`src/rtl/cpu_program_loader.sv`:
```
// cpu_program_loader: host-side loader and run monitor for the 16-bit CPU.
// It streams program words into instruction memory from address 0. It then
// pulses cpu_start and counts retired instructions until the run completes
// or stalls.
//
// Stream handshake: a word transfers on a rising clk edge where
// prog_valid && prog_ready. prog_ready is registered and depends only on the
// loader state, never on prog_valid. prog_data/prog_last are ignored
// whenever prog_valid is low.
module cpu_program_loader #(
  parameter int ADDR_W  = 8,
  parameter int DATA_W  = 16,
  parameter int TIMEOUT = 1024
) (
  input  logic              clk,
  input  logic              reset,
  input  logic              load_req,
  input  logic              prog_valid,
  input  logic [DATA_W-1:0] prog_data,
  input  logic              prog_last,
  output logic              prog_ready,
  output logic              mem_we,
  output logic [ADDR_W-1:0] mem_addr,
  output logic [DATA_W-1:0] mem_wdata,
  output logic              cpu_start,
  input  logic              cpu_ready,
  output logic              busy,
  output logic              done,
  output logic              error,
  output logic [ADDR_W:0]   retired,
  output logic [2:0]        state_dbg
);

  typedef enum logic [2:0] {
    S_IDLE  = 3'd0,
    S_LOAD  = 3'd1,
    S_START = 3'd2,
    S_RUN   = 3'd3,
    S_DONE  = 3'd4,
    S_ERR   = 3'd5
  } state_t;

  localparam int CNT_W = $clog2(TIMEOUT + 1);
  localparam logic [CNT_W-1:0]  IDLE_LAST = CNT_W'(TIMEOUT - 1);
  localparam logic [ADDR_W-1:0] PTR_MAX   = {ADDR_W{1'b1}};

  state_t            state;
  logic [ADDR_W-1:0] ptr;
  logic [ADDR_W:0]   words;
  logic              prev_ready;
  logic [CNT_W-1:0]  idle_cnt;
  logic              ready_rise;

  assign state_dbg  = state;
  assign ready_rise = cpu_ready && !prev_ready;

  // Loader FSM with all outputs registered; strobes default low every cycle.
  always_ff @(posedge clk or posedge reset) begin
    if (reset) begin
      state      <= S_IDLE;
      prog_ready <= 1'b0;
      mem_we     <= 1'b0;
      mem_addr   <= '0;
      mem_wdata  <= '0;
      cpu_start  <= 1'b0;
      busy       <= 1'b0;
      done       <= 1'b0;
      error      <= 1'b0;
      retired    <= '0;
      ptr        <= '0;
      words      <= '0;
      prev_ready <= 1'b0;
      idle_cnt   <= '0;
    end else begin
      mem_we    <= 1'b0;
      cpu_start <= 1'b0;
      case (state)
        S_IDLE, S_DONE, S_ERR: begin
          if (load_req) begin
            state      <= S_LOAD;
            prog_ready <= 1'b1;
            busy       <= 1'b1;
            done       <= 1'b0;
            error      <= 1'b0;
            retired    <= '0;
            words      <= '0;
            ptr        <= '0;
          end
        end
        S_LOAD: begin
          if (prog_valid && prog_ready) begin
            mem_we    <= 1'b1;
            mem_addr  <= ptr;
            mem_wdata <= prog_data;
            ptr       <= ptr + 1'b1;
            words     <= words + 1'b1;
            if (prog_last) begin
              state      <= S_START;
              prog_ready <= 1'b0;
            end else if (ptr == PTR_MAX) begin
              // Memory is full and the program has not ended: keep the word
              // just written, refuse to wrap over address 0.
              state      <= S_ERR;
              prog_ready <= 1'b0;
              busy       <= 1'b0;
              error      <= 1'b1;
            end
          end
        end
        S_START: begin
          cpu_start <= 1'b1;
          // Seed the edge detector with the current level so a ready line
          // that is already high when the run begins is not counted.
          prev_ready <= cpu_ready;
          idle_cnt   <= '0;
          state      <= S_RUN;
        end
        S_RUN: begin
          prev_ready <= cpu_ready;
          // An edge wins over a timeout landing on the same cycle.
          if (ready_rise) begin
            idle_cnt <= '0;
            retired  <= retired + 1'b1;
            if ((retired + 1'b1) == words) begin
              state <= S_DONE;
              busy  <= 1'b0;
              done  <= 1'b1;
            end
          end else if (idle_cnt == IDLE_LAST) begin
            state <= S_ERR;
            busy  <= 1'b0;
            error <= 1'b1;
          end else begin
            idle_cnt <= idle_cnt + 1'b1;
          end
        end
        default: begin
          state <= S_IDLE;
        end
      endcase
    end
  end

endmodule
```
`config.mk`:
```
export PLATFORM = sky130hd
export DESIGN_NAME = cpu_program_loader
export DESIGN_NICKNAME = d
export VERILOG_FILES = /design/src/rtl/cpu_program_loader.sv
export SDC_FILE = /design/constraint.sdc
export NUM_CORES = 1
export LEC_CHECK = 0
export ABC_CLOCK_PERIOD_IN_PS = 3900
export CELL_PAD_IN_SITES_DETAIL_PLACEMENT = 1
export CELL_PAD_IN_SITES_GLOBAL_PLACEMENT = 1
export CORE_MARGIN = 10
export CORE_UTILIZATION = 44
export DETAILED_ROUTE_END_ITERATION = 12
export MAX_ROUTING_LAYER = met4
export PLACE_DENSITY_LB_ADDON = 0.1
export SYNTH_ARGS = -nofsm -noshare
export SYNTH_HDL_FRONTEND = slang
export SYNTH_SLANG_ARGS = --single-unit
```
`constraint.sdc`:
```
create_clock -name clk -period 3.9 [get_ports clk]
set_clock_uncertainty 0.1 [all_clocks]
set_input_delay 0.78 -clock clk [delete_from_list [all_inputs] [get_ports clk]]
set_output_delay 0.78 -clock clk [all_outputs]
set_load 0.02 [all_outputs]
```
==> run_results.csv <==
group,metric,value,unit
clock_network,holdBufCountCts,0,
synthesis,synth_nets,354,
critical_path,r2r-start,"retired[0]",
flow_run,drv_cap,0,
final_layout,final_nets,418,
clock_network,htree_levels,3,
grt,antenna_found_initial,0,
critical_path,crit_path_start_kind,"register",
power,p_leak,1.89,nW
final_layout,ff_latch_area,1780,um^2
timing,min_period_over_period,66.8,%
final_layout,layout_commonest_cell,"dfrtp_1",
clock_network,max-clock-path-buffers,2,
route,drtIter0Drc,79,
grt,grt_pass1_vias,2971,
floorplanning,dieWidth,109,um
grt,grt_pass1_wl,15200,um
hold_path,holdPathStages,1,
place,portBuffers,63,
critical_path,worst-r2r-cell-count,7,
floorplanning,io_pins,64,
place,hpwlAfterDp,6320,um
route,wl_per_cell,17.7,um
power,total_power,2.92,mW
timing,period_needed,2.60,ns
synthesis,synth_cell_type_count,55,
timing,timing.final.ws_setup,1.30,ns
critical_path,worstPathArrival,2.74,ns
route,vias,2710,
synthesis,synth-async-reset-ratio,100,%
critical_path,slowest_delay,0.49,ns
hold_path,holdPathEnd,"busy",
critical_path,crit_path_max_fanout,7,
critical_path,critPathKind,"register to register",
timing,finalHoldViolCount,0,
synthesis,syn_inst,328,
floorplanning,core-area,7690,um^2
clock_network,numCtsBuffers,9,
synthesis,yosys-top-cells-area,"dfrtp_1 (51%), mux2_2 (8.1%), xor2_1 (3.5%)",
synthesis,synth_edf_count,0,
final_layout,layout_common_cells,"dfrtp_1 (71), clkdlybuf4s50_1 (63), nor2_1 (31)",
grt,grtUsageTotal,16.7,%
clock_network,clock_latency,0.34,ns
critical_path,critPathTopFamily,"compound AO/OA/AOI/OAI gates",
timing,tightest_slew,0.903,ns
hold_path,holdCritStartpoint,"busy",
clock_network,post_cts_resize_count,0,
timing,timing.setup.tns,0,ns
hold_path,hp-class,"register to register",
floorplanning,start_util,45.1,%
place,gp_congestion,0.805,
critical_path,critical_path_buf_inv_count,0,
floorplanning,row_count,32,
run_status,status,"finished, final reports clean",
power,peakVddDrop,0.000395,V
place,dp_slack,0.961,ns
clock_network,cts_root_buf,"clkbuf_8",
synthesis,synth_top_area_share,51.2,%
route,drc_errors,0,
synthesis,syn_area_per_cell,10.6,um^2
clock_network,postCtsSetupRepairBufs,0,
critical_path,end_kind,"register",
final_layout,diodes,0,
synthesis,synth_seq_cells,71,
critical_path,critical_path_required,4.04,ns
timing,max_freq,384,MHz
final_layout,drive_above_1_share,13.6,%
floorplanning,die_h,109,um
synthesis,synth_top_area_cell,"dfrtp_1",
route,route.final.wire_length,8830,um
synthesis,ys.flop_type,"dfrtp_1",
timing,relSlewSlack,39.7,%
route,first_pass_iters,4,
grt,grt_start_max_net_pins,72,
synthesis,ys_warn_count,0,
timing,drv_slew,0,
timing,finalSetupViolCount,0,
power,power_density,657,nW/um^2
critical_path,slowest_stage,"a2111oi_4",
route,vias_per_cell,5.43,
grt,gr-total-overflow,0,
synthesis,ys_seq_area_share,51.2,%
timing,rsz0062_at_grt,"false",
clock_network,cts_tree,"built",
clock_network,cts.sinks,71,
synthesis,synthesis.area,3470,um^2
critical_path,crit_chain,"ha_1 > and4_1 > nor4b_1 > a31oi_1 > a2111oi_4 > o21ai_2 > o22a_1",
critical_path,r2r-end,"busy",
route,antenna_left,0,
final_layout,fill_cells,856,
final_layout,area_delta_synth_final,28.3,%
final_layout,multiInputGateArea,1610,um^2
floorplanning,dieArea,11800,um^2
critical_path,rrSetupSlack,1.30,ns
clock_network,cts.clk_slew.worst_paths,0.08,ns
[through the flow]
step           hold slack, ns  cell area (um^2)  utilization, %  cells
3_3_place_gp            0.381              4200            54.7    483
2_1_floorplan           0.355              3470               -    328
4_1_cts                 0.410              4450            57.8    499
6_report                0.405              4450            57.8    499
3_5_place_dp            0.380              4200            54.7    483
5_1_grt                 0.433              4450            57.8    499
[where the power goes]
group / leakage [nW] / switching [mW] / internal, mW
clock network: 0.122 / 0.284 / 0.440
logic: 0.831 / 0.594 / 0.529
registers: 0.934 / 0.162 / 0.912
total: 1.89 / 1.04 / 1.88
[logic make-up after synthesis]
kind of cell,Yosys count,share of synthesized area (%)
and+or+nand+nor,118,17.3
xor gates and xnor gates,22,5.56
DFF,71,51.2
adders and majority gates,4,1.44
muxes,27,8.70
AOI/OAI and AO/OA,67,13.2
buffers and inverters,19,2.56
[synthesized netlist by cell type, types with 2 or more instances]
library cell,number
a31oi_1,2
a22o_1,5
nand4_1,7
o22ai_1,3
a21oi_1,11
o21ai_1,12
mux2i_1,2
nand3_1,11
nor3_1,2
buf_2,5
mux2_2,25
o21ai_0,15
clkbuf_1,5
dfrtp_1,71
o31ai_1,4
or3_1,4
nor4b_1,2
nor2_1,32
inv_1,6
ha_1,4
nand2b_1,7
xnor2_1,8
and2_1,4
and3_1,4
and4_1,2
nor2b_1,5
xor2_1,14
nand2_1,29
[routing by layer]
layer	vias up	routed length [um]	track usage (%)
met4	0	65	4.80
met1	1367	4090	20.5
met3	7	314	3.83
met2	44	4350	26.8
li1	1292	-	-
met5	-	0	-
[flip-flops by register name (all words and copies together), names as in the netlist]
signal	flops
mem_wdata	16
ptr	8
words	9
busy	1
mem_we	1
done	1
error	1
mem_addr	8
retired	9
state_dbg	3
prev_ready	1
cpu_start	1
prog_ready	1
idle_cnt	11
[area by class of cell]
type | instances | share of cell area, %
Multi-Input combinational cell | 238 | 36.2
Clock inverter | 6 | 2.42
Clock buffer | 10 | 3.10
Tap cell | 102 | 2.87
Timing Repair Buffer | 66 | 15.0
Inverter | 6 | 0.506
Sequential cell | 71 | 40.0
[how the worst max path moves through the flow]
stage	startpoint	end	slack, ns	cells past startpoint
floorplan	reset	busy	1.22	1
global route	cpu_ready	idle_cnt[6]	1.08	7
global placement	load_req	words[5]	1.01	6
detailed placement	cpu_ready	idle_cnt[5]	0.96	6
CTS	state_dbg[1]	state_dbg[1]	1.28	1
finish	retired[0]	busy	1.30	7
Note: power is estimated with default switching activity, not from simulation.
